<file path="config.mk">
export PLATFORM = sky130hd
export DESIGN_NAME = ram_arbiter
export DESIGN_NICKNAME = d
export VERILOG_FILES = /design/src/rtl/ram_arbiter.sv
export SDC_FILE = /design/constraint.sdc
export NUM_CORES = 1
export LEC_CHECK = 0
export CAP_MARGIN = 20
export CELL_PAD_IN_SITES_DETAIL_PLACEMENT = 0
export CELL_PAD_IN_SITES_GLOBAL_PLACEMENT = 1
export CORE_MARGIN = 10
export CORE_UTILIZATION = 15
export DETAILED_ROUTE_END_ITERATION = 8
export GPL_TIMING_DRIVEN = 0
export MAX_ROUTING_LAYER = met4
export PLACE_DENSITY = 0.88
export SLEW_MARGIN = 40
export SYNTH_ARGS = -nofsm -noshare
export SYNTH_HDL_FRONTEND = slang
export SYNTH_SLANG_ARGS = --single-unit
</file>
<file path="constraint.sdc">
create_clock -name clk -period 3.09 [get_ports clk]
set_clock_uncertainty 0.2 [all_clocks]
set_input_delay 0.618 -clock clk [delete_from_list [all_inputs] [get_ports clk]]
set_output_delay 0.618 -clock clk [all_outputs]
set_load 0.01 [all_outputs]
</file>
<file path="src/rtl/ram_arbiter.sv">
// -----------------------------------------------------------------------------
// ram_arbiter
//
// N-client arbiter and multiplexer in front of one single-port synchronous RAM
// (the S, K and decrypted-message memories of the RC4 datapath). Clients ask
// for ownership with req, receive a registered one-hot gnt, and may keep the
// grant across multi-cycle read-modify-write sequences with lock. Reads are
// tracked through a READ_LATENCY-deep tag pipeline so that returning data is
// steered to the client that issued it, even after the grant has moved on.
//
// Build option:
//   ARB_ROUND_ROBIN_EN  defined   -> rotating priority; the search starts one
//                                    past the last granted client.
//                       undefined -> fixed priority, lowest index wins; no
//                                    pointer register exists.
//
// Ports:
//   clk, rst     rising-edge clock, synchronous active-high reset
//   req          per-client access request (one access per cycle when granted)
//   lock         per-client hold: keep the grant while req is low
//   we           per-client write enable (1 = write, 0 = read)
//   addr, wdata  packed client address / write data, client i at [i*W +: W]
//   gnt          one-hot registered grant
//   rvalid       one-cycle read-return strobe per client
//   rdata        read data, broadcast to all clients, qualified by rvalid
//   busy         a grant is held or a read is still in flight
//   ram_address, ram_data, ram_wren   RAM command (zero outside access cycles)
//   ram_q        RAM read data, valid READ_LATENCY cycles after the address
// -----------------------------------------------------------------------------
module ram_arbiter #(
  parameter int DATA_WIDTH   = 8,
  parameter int ADDR_WIDTH   = 8,
  parameter int NUM_CLIENTS  = 3,
  parameter int READ_LATENCY = 1
) (
  input  logic                              clk,
  input  logic                              rst,
  input  logic [NUM_CLIENTS-1:0]            req,
  input  logic [NUM_CLIENTS-1:0]            lock,
  input  logic [NUM_CLIENTS-1:0]            we,
  input  logic [NUM_CLIENTS*ADDR_WIDTH-1:0] addr,
  input  logic [NUM_CLIENTS*DATA_WIDTH-1:0] wdata,
  output logic [NUM_CLIENTS-1:0]            gnt,
  output logic [NUM_CLIENTS-1:0]            rvalid,
  output logic [DATA_WIDTH-1:0]             rdata,
  output logic                              busy,
  output logic [ADDR_WIDTH-1:0]             ram_address,
  output logic [DATA_WIDTH-1:0]             ram_data,
  output logic                              ram_wren,
  input  logic [DATA_WIDTH-1:0]             ram_q
);

  localparam int IDX_W = (NUM_CLIENTS > 1) ? $clog2(NUM_CLIENTS) : 1;

  typedef enum logic {
    IDLE  = 1'b0,
    GRANT = 1'b1
  } state_t;

  state_t                             state_q, state_d;
  logic [NUM_CLIENTS-1:0]             gnt_q, gnt_d;
  logic [READ_LATENCY-1:0]            pipe_vld_q, pipe_vld_d;
  logic [READ_LATENCY-1:0][IDX_W-1:0] pipe_idx_q, pipe_idx_d;

  logic [IDX_W-1:0] win_idx;
  logic             win_found;
  logic [IDX_W-1:0] gnt_idx;
  logic             access;
  logic             rd_access;

  // ---------------------------------------------------------------------------
  // Winner selection among the current requesters.
  // ---------------------------------------------------------------------------
`ifdef ARB_ROUND_ROBIN_EN
  // rr_ptr_q holds the index where the next search begins, i.e. one past the
  // last granted client; it starts at 0 so the first grant after reset
  // behaves like fixed priority.
  logic [IDX_W-1:0]         rr_ptr_q, rr_ptr_d;
  logic [2*NUM_CLIENTS-1:0] req_dbl;
  logic [NUM_CLIENTS-1:0]   req_rot;
  int                       rot_off;

  always_comb begin
    // NOTE: every signal written here gets a default first, so no path through
    // the block leaves it unassigned and no latch is inferred.
    req_dbl   = {req, req};
    req_rot   = req_dbl[NUM_CLIENTS-1:0];
    rot_off   = 0;
    win_found = |req;
    // Rotating the doubled vector puts the search start at bit 0; the lowest
    // set bit of the rotated view is then the offset from the pointer.
    req_rot = NUM_CLIENTS'(req_dbl >> rr_ptr_q);
    for (int i = NUM_CLIENTS - 1; i >= 0; i--) begin
      if (req_rot[i]) rot_off = i;
    end
    win_idx = IDX_W'((int'(rr_ptr_q) + rot_off) % NUM_CLIENTS);
  end

  always_comb begin
    rr_ptr_d = rr_ptr_q;
    if (state_q == IDLE && win_found) begin
      rr_ptr_d = IDX_W'((int'(win_idx) + 1) % NUM_CLIENTS);
    end
  end

  always_ff @(posedge clk) begin
    if (rst) rr_ptr_q <= '0;
    else     rr_ptr_q <= rr_ptr_d;
  end
`else
  always_comb begin
    win_idx   = '0;
    win_found = |req;
    // Scanning downwards leaves the lowest requesting index as the winner.
    for (int i = NUM_CLIENTS - 1; i >= 0; i--) begin
      if (req[i]) win_idx = IDX_W'(i);
    end
  end
`endif

  // ---------------------------------------------------------------------------
  // Grant FSM: next state and next grant.
  // ---------------------------------------------------------------------------
  always_comb begin
    state_d = state_q;
    gnt_d   = gnt_q;
    unique case (state_q)
      IDLE: begin
        if (win_found) begin
          state_d = GRANT;
          gnt_d   = NUM_CLIENTS'(1) << win_idx;
        end
      end
      GRANT: begin
        // The owner keeps the grant while it is either requesting or locked.
        if (!(|(gnt_q & req)) && !(|(gnt_q & lock))) begin
          state_d = IDLE;
          gnt_d   = '0;
        end
      end
      default: begin
        state_d = IDLE;
        gnt_d   = '0;
      end
    endcase
  end

  // ---------------------------------------------------------------------------
  // RAM command mux. The grant is one-hot, so an AND-OR mux is enough.
  // ---------------------------------------------------------------------------
  always_comb begin
    ram_address = '0;
    ram_data    = '0;
    ram_wren    = 1'b0;
    access      = 1'b0;
    gnt_idx     = '0;
    for (int i = 0; i < NUM_CLIENTS; i++) begin
      if (gnt_q[i]) gnt_idx = IDX_W'(i);
      if (gnt_q[i] && req[i]) begin
        access      = 1'b1;
        ram_address = ram_address | addr[i*ADDR_WIDTH +: ADDR_WIDTH];
        ram_data    = ram_data    | wdata[i*DATA_WIDTH +: DATA_WIDTH];
        ram_wren    = ram_wren    | we[i];
      end
    end
    rd_access = access & ~ram_wren;
  end

  // ---------------------------------------------------------------------------
  // Read-return tag pipeline. Stage 0 is loaded by the access cycle, so the
  // tag reaches the last stage exactly when the RAM presents the data.
  // ---------------------------------------------------------------------------
  always_comb begin
    pipe_vld_d    = '0;
    pipe_idx_d    = '0;
    pipe_vld_d[0] = rd_access;
    pipe_idx_d[0] = gnt_idx;
    for (int k = 1; k < READ_LATENCY; k++) begin
      pipe_vld_d[k] = pipe_vld_q[k-1];
      pipe_idx_d[k] = pipe_idx_q[k-1];
    end
  end

  always_ff @(posedge clk) begin
    // NOTE: sequential state is updated with non-blocking assignments so every
    // flop samples its _d value from before the edge.
    if (rst) begin
      state_q    <= IDLE;
      gnt_q      <= '0;
      pipe_vld_q <= '0;
      pipe_idx_q <= '0;
    end else begin
      state_q    <= state_d;
      gnt_q      <= gnt_d;
      pipe_vld_q <= pipe_vld_d;
      pipe_idx_q <= pipe_idx_d;
    end
  end

  // ---------------------------------------------------------------------------
  // Outputs. ram_q already comes from the RAM's registered output stage, so it
  // is forwarded in the cycle its tag leaves the pipeline rather than being
  // registered again (which would add a cycle beyond READ_LATENCY).
  // ---------------------------------------------------------------------------
  always_comb begin
    rvalid = '0;
    for (int i = 0; i < NUM_CLIENTS; i++) begin
      rvalid[i] = pipe_vld_q[READ_LATENCY-1] &&
                  (pipe_idx_q[READ_LATENCY-1] == IDX_W'(i));
    end
  end

  assign rdata = pipe_vld_q[READ_LATENCY-1] ? ram_q : '0;
  assign gnt   = gnt_q;
  assign busy  = (state_q == GRANT) || (|pipe_vld_q);

endmodule

</file>
==> flow_metrics.env <==
export IMPL_run_status="finished, final reports clean"
export IMPL_hold_viol=0
export IMPL_synth_area_um2=688.2
export IMPL_r2r_start="gnt[1]"
export IMPL_drt_wl_total_um=3751
export IMPL_max_clock_freq_ghz=0.3356
export IMPL_synth_cell_types=26
export IMPL_die_w_um=87.73
export IMPL_startpoint_type="primary input"
export IMPL_initial_core_util=0.1570
export IMPL_p_clk_frac=0.311
export IMPL_synth_seq_area_share=0.2036
export IMPL_peakVddDrop_mv=0.1571
export IMPL_critPathMaxStageDelay_ps=550
export IMPL_track_usage=0.09354
export IMPL_clk_path_buf_depth=2
export IMPL_grt_antenna_before_repair=0
export IMPL_rsz0062_at_grt="no"
export IMPL_power_internal_uw=307.9
export IMPL_cts_buffers_inserted=3
export IMPL_tritoncts="built"
export IMPL_pre_cts_slack_ps=-227.1
export IMPL_grt_max_degree=11
export IMPL_syn_mean_instance_area_um2=6.882
export IMPL_wl_per_cell_um=14.77
export IMPL_critical_path_class="in2out"
export IMPL_path_buf_inv=3
export IMPL_cp_end_kind="output pin"
export IMPL_ios=99
export IMPL_p_per_area_mw_per_mm2=226.1
export IMPL_syn_to_final_growth_pct=160.0
export IMPL_routabilityCongestion=0.7547
export IMPL_cts_sinks=7
export IMPL_worst_pin_slew_ps=321.4
export IMPL_drv_cap=0
export IMPL_dr_total_vias=1098
export IMPL_dpl_cell_count=250
export IMPL_hp_class="reg2reg"
export IMPL_post_route_period_util=0.9644
export IMPL_required_ps=2270
export IMPL_critical_path_most_common_cell="clkdlybuf4s50_1"
export IMPL_synthesis_instances=100
export IMPL_period_needed_ps=2980
export IMPL_synth_seq_cells=7
export IMPL_crit_start="req[0]"
export IMPL_portBuffers=98
export IMPL_cts_hold_buf=0
export IMPL_synth_nets=167
export IMPL_critPathTopFamily="buffers and inverters"
export IMPL_place_area_mm2=0.001734
export IMPL_postCtsSetupBuffers=0
export IMPL_min_from="gnt[2]"
export IMPL_p_sw_frac=0.2388
export IMPL_grt_pass1_vias=1129
export IMPL_clk_pin_slew_ps=40
export IMPL_grt_pass1_wl_um=5644
export IMPL_finalMaxSlewViolations=0
export IMPL_setup_violations=0
export IMPL_crit_fanout=10
export IMPL_cts_root_buf="clkbuf_8"
export IMPL_n_fill_cell=450
export IMPL_fin_nets=270
export IMPL_power_total_uw=404.5
export IMPL_die_area_mm2=0.007697
export IMPL_die_y_um=87.73
export IMPL_p_sw_uw=96.59
export IMPL_ant_nets=0
export IMPL_overflow=0
export IMPL_layoutNonFillerInstCount=254
export IMPL_comb_power_share=0.437
export IMPL_relSlewSlack=0.7858
export IMPL_power_sequential_fraction=0.252
export IMPL_core_mm2=0.004384
export IMPL_htree_levels=1
export IMPL_finalInstanceArea_mm2=0.001789
export IMPL_n_antenna_cell=0
export IMPL_p_leak_uw=0.0007806
export IMPL_final_seq_area_um2=140.1
export IMPL_row_count=24
export IMPL_fin_ws_ps=110.1
export IMPL_ys_warn_count=0
export IMPL_dr_pass1_iters=4
export IMPL_critPathSlowestCell="clkdlybuf4s50_1"
export IMPL_multi_input_area_um2=504.2
export IMPL_r2r_slack_ps=1560
export IMPL_worstPathArrival_ps=2160
export IMPL_worstPathCellList="clkdlybuf4s50_1 > and2_4 > buf_6 > a22oi_1 > nand2_1 > clkdlybuf4s50_1"
export IMPL_layout_drive_gt1_share=0.06436
export IMPL_drt_iter0_drc=27
export IMPL_vias_per_cell=4.323
export IMPL_worstSkewPairLatency_ps=220
export IMPL_drc_errors=0
[per-stage QoR]
stage          hold WS (ps)  utilization  setup TNS [ps]
2_1_floorplan         312.0            -               0
3_3_place_gp          338.5       0.3955           -2256
3_5_place_dp          343.8       0.3955           -2187
4_1_cts               344.9       0.4081               0
5_1_grt               368.1       0.4081               0
6_report              352.7       0.4081               0
[cell type report]
cell class,instances,share of cell area
well taps,52,0.03636
multi-input cells,85,0.2818
clock buffers,4,0.02517
flip-flops and latches,7,0.07832
plain buffers,7,0.03566
inverters,1,0.002098
repair buffers,98,0.5406
[power by group through the flow]
stage | registers (µW) | logic [µW] | clock network (µW)
after global routing | 103 | 190 | 132
after detailed placement | 103 | 181 | 0
final | 102 | 177 | 126
after floorplan | 103 | 49.9 | 0
after CTS | 102 | 179 | 130
after global placement | 103 | 181 | 0
[synthesized netlist by cell type, drive strengths merged]
| library cell | n | area [µm²] |
|---|---|---|
| buf | 6 | 36.28 |
| nor2b | 1 | 6.260 |
| and3b | 1 | 8.760 |
| a21oi | 2 | 10.01 |
| and2 | 11 | 71.32 |
| nand2 | 34 | 127.6 |
| a222oi | 1 | 10.01 |
| and3 | 1 | 6.260 |
| a221oi | 1 | 8.760 |
| or2 | 1 | 6.260 |
| inv | 1 | 3.750 |
| or3 | 2 | 12.51 |
| a22oi | 16 | 120.1 |
| nand3b | 2 | 15.01 |
| o22ai | 2 | 12.51 |
| clkbuf | 1 | 3.750 |
| dfxtp | 7 | 140.1 |
| nor3b | 3 | 27.52 |
| o21bai | 1 | 7.510 |
| nor4b | 1 | 23.77 |
| a221o | 1 | 10.01 |
| o32ai | 1 | 8.760 |
| nor2 | 3 | 11.26 |
[kinds of logic (layout without fill, tap and decap cells)]
group | after synthesis | in the layout | share of synthesized area
AO/OA/AOI/OAI | 25 | 25 | 0.2727
buffers and inverters | 8 | 110 | 0.06362
flip-flops | 7 | 7 | 0.2036
AND/OR/NAND/NOR | 60 | 60 | 0.4600
[cell usage in the layout (no fill, tap or decap), types with 3 or more instances in the layout]
master	n
nand2_1	34
dlygate4sd2_1	11
nor2_1	3
a22oi_1	16
buf_6	4
and2_1	10
dfxtp_1	7
clkbuf_8	3
clkdlybuf4s50_1	87
[worst reg2reg max path: cells and delay by family (launching register included)]
kind | cells | cell delay, ps
AOI/OAI and AO/OA | 2 | 500
DFF | 1 | 340
and+or+nand+nor | 1 | 360
[state kept, by name, indices dropped and copies added (netlist names)]
name        flops
state_q         1
pipe_vld_q      1
gnt             3
pipe_idx_q      2
[path summary, 6_finish.rpt]
kind              endpoint  cells after the start
max            ram_data[0]                      6
min reg2reg  pipe_idx_q[0]                      1
min          pipe_idx_q[0]                      1
max reg2reg        state_q                      3
[routing by layer]
layer | part of all wire | GRT usage
met2 | 0.51 | 0.1561
met5 | 0 | -
met4 | 0.0067 | 0.03043
met1 | 0.43 | 0.1113
met3 | 0.050 | 0.01486
[what timing repair did]
action                                  4_1_cts  5_1_grt
endpoints found under the setup margin       11        0
endpoints found under the hold margin         0        0
resized for setup                            19        0
Note: power is estimated with default switching activity, not from simulation.
